===== src/rtl/adsr_envelope.sv =====
// ADSR envelope generator: gate-driven four-stage amplitude envelope.
// Level arithmetic runs on a prescaled tick; gate transitions act every clock.
module adsr_envelope #(
  parameter int unsigned PRESCALE = 50
) (
  input  logic        i_clk,
  input  logic        i_rst,
  input  logic        i_gate,
  input  logic [15:0] i_attack,
  input  logic [15:0] i_decay,
  input  logic [15:0] i_sustain,
  input  logic [15:0] i_release,
  output logic [15:0] o_amp,
  output logic [2:0]  o_state,
  output logic        o_active
);

  typedef enum logic [2:0] {
    ST_IDLE    = 3'd0,
    ST_ATTACK  = 3'd1,
    ST_DECAY   = 3'd2,
    ST_SUSTAIN = 3'd3,
    ST_RELEASE = 3'd4
  } state_t;

  localparam logic [15:0] TICK_AT = 16'(PRESCALE - 1);

  state_t      state_q, state_d;
  logic [15:0] level_q, level_d;
  logic [15:0] cnt_q, cnt_d;
  logic        active_q, active_d;
  logic        tick;

  logic [16:0] att_sum;
  logic [16:0] dec_gap;

  // Free-running prescaler, never restarted by the gate.
  assign tick  = (cnt_q == TICK_AT);
  assign cnt_d = tick ? '0 : cnt_q + 16'd1;

  assign att_sum = {1'b0, level_q} + {1'b0, i_attack};
  assign dec_gap = {1'b0, level_q} - {1'b0, i_sustain};

  always_comb begin
    state_d = state_q;
    level_d = level_q;
    // Gate transitions win over tick arithmetic and hold the level.
    if ((state_q == ST_IDLE || state_q == ST_RELEASE) && i_gate) begin
      state_d = ST_ATTACK;
    end else if ((state_q == ST_ATTACK || state_q == ST_DECAY ||
                  state_q == ST_SUSTAIN) && !i_gate) begin
      state_d = ST_RELEASE;
    end else if (tick) begin
      unique case (state_q)
        ST_ATTACK: begin
          if (i_attack == '0 || att_sum >= 17'h0FFFF) begin
            level_d = '1;
            state_d = ST_DECAY;
          end else begin
            level_d = att_sum[15:0];
          end
        end
        ST_DECAY: begin
          if (i_decay == '0 || level_q <= i_sustain ||
              dec_gap <= {1'b0, i_decay}) begin
            level_d = i_sustain;
            state_d = ST_SUSTAIN;
          end else begin
            level_d = level_q - i_decay;
          end
        end
        ST_SUSTAIN: level_d = i_sustain;
        ST_RELEASE: begin
          if (i_release == '0 || level_q <= i_release) begin
            level_d = '0;
            state_d = ST_IDLE;
          end else begin
            level_d = level_q - i_release;
          end
        end
        default: level_d = '0;
      endcase
    end
    active_d = (state_d != ST_IDLE);
  end

  always_ff @(posedge i_clk or posedge i_rst) begin
    if (i_rst) begin
      state_q  <= ST_IDLE;
      level_q  <= '0;
      cnt_q    <= '0;
      active_q <= 1'b0;
    end else begin
      state_q  <= state_d;
      level_q  <= level_d;
      cnt_q    <= cnt_d;
      active_q <= active_d;
    end
  end

  assign o_amp    = level_q;
  assign o_state  = state_q;
  assign o_active = active_q;

endmodule


===== config.mk =====
export PLATFORM = sky130hd
export DESIGN_NAME = adsr_envelope
export DESIGN_NICKNAME = d
export VERILOG_FILES = /design/src/rtl/adsr_envelope.sv
export SDC_FILE = /design/constraint.sdc
export NUM_CORES = 1
export LEC_CHECK = 0
export CAP_MARGIN = 15
export CORE_UTILIZATION = 57
export DETAILED_ROUTE_END_ITERATION = 8
export MAX_ROUTING_LAYER = met4
export PLACE_DENSITY = 0.81
export SKIP_CTS_REPAIR_TIMING = 1
export SKIP_LAST_GASP = 1
export SLEW_MARGIN = 0
export SYNTH_ARGS = -nofsm -noshare
export SYNTH_HDL_FRONTEND = slang
export SYNTH_SLANG_ARGS = --single-unit

===== constraint.sdc =====
create_clock -name i_clk -period 5.15 [get_ports i_clk]
set_clock_uncertainty 0.05 [all_clocks]
set_input_delay 0.7725 -clock i_clk [delete_from_list [all_inputs] [get_ports i_clk]]
set_output_delay 0.7725 -clock i_clk [all_outputs]
set_load 0.02 [all_outputs]

# == After elaboration in Yosys (flattened, before gate mapping) ==
# Cells that the tools add are included.
# classes
add_sub_neg,5
magnitude_cmp,4
eq_ne,5
n_mux,12
bitwise,2
reduce_logical,16
# ops
cell,n
$mux 16,4
$pmux 16 s4,1
$logic_not 16->1,3
$le 16x16->1,2
$sub 16x16->16,2
$mux 3,6
$add 16x16->17,1
$ge 17x16->1 const B,1
$le 17x16->1,1
$sub 16x16->17,1
$add 16x1->16 const B,1
$eq 16x6->1 const B,1
$pmux 3 s3,1
$logic_or 1x1->1,7
$eq 3x2->1 const B,2
$eq 3x1->1 const B,1
$eq 3x3->1 const B,1
$logic_not 3->1,1
$reduce_and 3->1,1
$reduce_bool 3->1,1
$logic_and 1x1->1,2
$not 1->1,2
$logic_not 1->1,1
# word_totals
reg_bits,36
in_bits,67

# == Depth between registers and ports, before layout ==
# logic_depth
ltp_word,9
mapped_depth,23

# == Least setup slack after synthesis ==
# No wires, ideal clock.
# synth_timing
path_kind,in2reg
from,input i_sustain[0]
to,"register level_q[2], in the netlist o_amp[2]"
setup_ns,0.138
t_arrival_ns,4.289
t_required_ns,4.962
path_slack_ns,0.673
cell_stages,20
path_buffers,2
path_cell_list,ha_1 -> inv_1 -> fa_1 -> a211oi_2 -> o21ai_1 -> a2111oi_2 -> nor2_1 -> xor2_1 -> ha_1 -> a211oi_1 -> o21ai_0 -> o211a_1 -> a2111oi_0 -> o21ai_1 -> o311ai_2 -> or2_1 -> buf_6 -> buf_8 -> mux2i_1 -> o211ai_1
# synth_via
elab_chain_cells,5
# synth_rtl
item,line,source
start: declaration,11,"input logic [15:0] i_sustain,"
$sub 16x16->17 / $le 16x16->1 (equally long branches),"42, 64",
$le 17x16->1 / $logic_or 1x1->1 (equally long branches),"65, 64",
$logic_or 1x1->1 (*),64,if (i_decay == '0 || level_q <= i_sustain ||
$mux 16 (*),64,
$pmux 16 s4 (*),54,unique case (state_q)
end signal: assignment,95,level_q <= level_d;
end: declaration,29,"logic [15:0] level_q, level_d;"
# Every way passes the cells marked *; elsewhere a longest branch is shown, timed or not.
# A chain may end at the register's enable or synchronous reset.

# == Final worst setup path ==
# layout_timing
from,input i_sustain[1]
to,"register level_q[1], in the netlist o_amp[1]"
# layout_via
elab_chain_cells,5
# layout_rtl
item,line
$sub 16x16->17 / $le 16x16->1 (equally long branches),"42, 64"
$le 17x16->1 / $logic_or 1x1->1 (equally long branches),"65, 64"
$logic_or 1x1->1,64
$mux 16,64
$pmux 16 s4 (*),54
# Marks and branches as above.

==> results.tsv <==
metric	value	unit
combPwrFrac	31.6	%
worst_slew_pin_slew	0.8446	ns
powerDensity	109.1	nW/um2
synth_commonest_cells	81 x ha_1, 73 x inv_1, 61 x a21oi_1	
crit_start	i_sustain[1]	
critical_path_class	in2reg	
required	5.31	ns
min_path_type	reg2reg	
power_switching_share	29.68	%
antenna_found_initial	0	
ctsRootBufferMaster	clkbuf_8	
die_x	103.1	um
r2r-start	o_amp[0]	
synth-seq-cells	36	
grt_pass1_vias	5786	
grt_pass1_wl	27340	um
synthSimpleGateAreaFrac	20.12	%
synth.distinct_cells	81	
dp_hpwl	14210	um
crit_fanout	7	
layout.nets	983	
drive_gt1_share	7.933	%
synthesis.instances	729	
drcViolationCount	0	
netlist_area	5828	um2
final.setup.tns	0	ns
synth_largest_area_cell	ha_1	
switchingPower	230.1	uW
vias_per_cell	6.280	
wirelength	17460	um
finalHoldViolCount	0	
min_period	4.986	ns
initial_core_util	59.35	%
slew_headroom	43.56	%
place.gp.congestion	1.003	
leakage	0.003467	uW
clock.fmax	200.6	MHz
pwr-share-clk	31.9	%
area_growth	21.94	%
syn_area_per_cell	7.995	um2
crit_arrival	5.14	ns
grt_max_degree	37	
cts_tree	built	
path_clk_slew	0.07	ns
fin_crit_sh	96.82	%
holdWs	0.4464	ns
clkSinkCount	36	
clock_latency	0.30	ns
io-pin-count	87	
synth_seq_area_share	15.46	%
clock_path_buffers	2	
setup_viol	0	
synth_top_family_by_area	compound AO/OA/AOI/OAI gates	
synth_xor_xnor_area_share	8.566	%
synth-adder-area-share	18.76	%
synth.most_common_cell	ha_1	
die-area	10630	um2
firstDrtPassIters	6	
cts_buffers	5	
synth_edf_count	0	
avgRoutedWirePerCell	18.09	um
synth-main-ff-cell	dfrtp_1	
ant_nets	0	
diodes	0	
rows	36	
first_iter_violations	384	
placed_cells	949	
muxShareOfSynthArea	2.319	%
synth_top_area_share	17.39	%
ir_worst_vdd	0.1098	mV
grt_usage	34.53	%
place_area	6854	um2
fp.dieH	103.1	um
cts.htree.levels	2	
status	completed	
maxCapViolCount	0	
fin_cells	965	
crit_path_start_kind	input pin	
yosys-top-cells-area	ha_1 17%, dfrtp_1 15%, a21oi_1 5.2%, xnor2_1 5.0%, inv_1 4.7%	
p_seq_share	36.5	%
internal_power	545.0	uW
portBuffers	86	
post-route-cell-area	7107	um2
grt_remaining_overflow	0	
yosysWarnings	0	
slew_violations	0	
synth_compound_area_share	27.78	%
core	9819	um2
hp-start	cnt_q[15]	
via_count	6060	
crit_path_end_kind	flop	
syn_nets	881	
async_flop_share	100.0	%
[cell families (layout without fill, tap and decap cells)]
| group | after synthesis | after routing |
|---|---|---|
| compound gates | 229 | 229 |
| simple gates | 224 | 224 |
| buf+inv | 88 | 191 |
| fa+ha+maj | 85 | 85 |
| xor+xnor | 54 | 54 |
| flops | 36 | 36 |
| mux | 13 | 13 |
[worst paths after layout]
path / end / slack [ns] / cells past startpoint
max: o_amp[1] / 0.16 / 20
min: cnt_q[15] / 0.45 / 1
max reg2reg: o_amp[1] / 0.40 / 20
min reg2reg: cnt_q[15] / 0.45 / 1
max in group asynchronous: o_amp[8] / 3.90 / 3
min in group asynchronous: o_amp[14] / 0.82 / 3
[flip-flops by register name (all words and copies together), names as in the netlist]
register and cells:
cnt_q 16, o_amp 16, o_state 3, o_active 1
[layout make-up]
class / instances / area, um2
Multi-Input combinational cell: 605 / 4584
Clock inverter: 2 / 35.03
Fill cell: 780 / 2713
Clock buffer: 6 / 72.57
Timing Repair Buffer: 110 / 1074
Tap cell: 133 / 166.4
Sequential cell: 36 / 900.9
Inverter: 73 / 274.0
[through the flow]
step	power (uW)	setup WS (ns)	util, %
after floorplan	423.6	0.6729	-
after global placement	513.0	-0.07539	69.80
after detailed placement	521.6	-0.3644	69.80
after CTS	771.2	-0.05588	70.90
after global routing	817.1	-0.01083	72.38
final	775.1	0.1637	72.38
[critical path, stage by stage]
cell             delay (ns)
clkdlybuf4s50_1        0.45
inv_1                  0.10
ha_1                   0.37
nor2b_1                0.17
o21bai_1               0.21
nand3_1                0.13
a21o_1                 0.21
a21oi_2                0.15
xnor2_1                0.13
ha_1                   0.25
o21ai_0                0.18
nor2_1                 0.07
a2111o_1               0.43
a2111oi_2              0.42
o21ai_1                0.15
o311ai_2               0.11
or2_4                  0.22
buf_12                 0.13
mux2_4                 0.30
o211ai_1               0.20
[per-layer routing]
layer  part of all wire, %  track usage, %  wire (um)  up-vias
li1                      -               -          -     2936
met1                    43           41.97       7506     2799
met2                    47           57.85       8118      264
met3                   6.4           3.390       1125       61
met4                   4.0           15.71        707        0
met5                     0               -          0        -
[power groups by stage]
stage                     Sequential [uW]  Clock [uW]  Combinational (uW)
after floorplan                       288           0                 136
after global placement                288           0                 225
after detailed placement              288           0                 234
after CTS                             283         253                 236
after global routing                  282         266                 269
final                                 283         247                 245
[layout by cell type, fill, tap and decap left out, types with 16 or more instances in the layout]
cell type / count
xnor2_1: 33
nor2_1: 44
o21ai_0: 26
inv_1: 73
ha_1: 80
xor2_1: 19
clkdlybuf4s50_1: 85
nand3_1: 19
nand2_1: 49
dfrtp_1: 36
a21oi_1: 58
nor4_1: 18
buf_4: 22
nor3_1: 16
a21o_1: 17
Power figures use the tool's default switching activity.
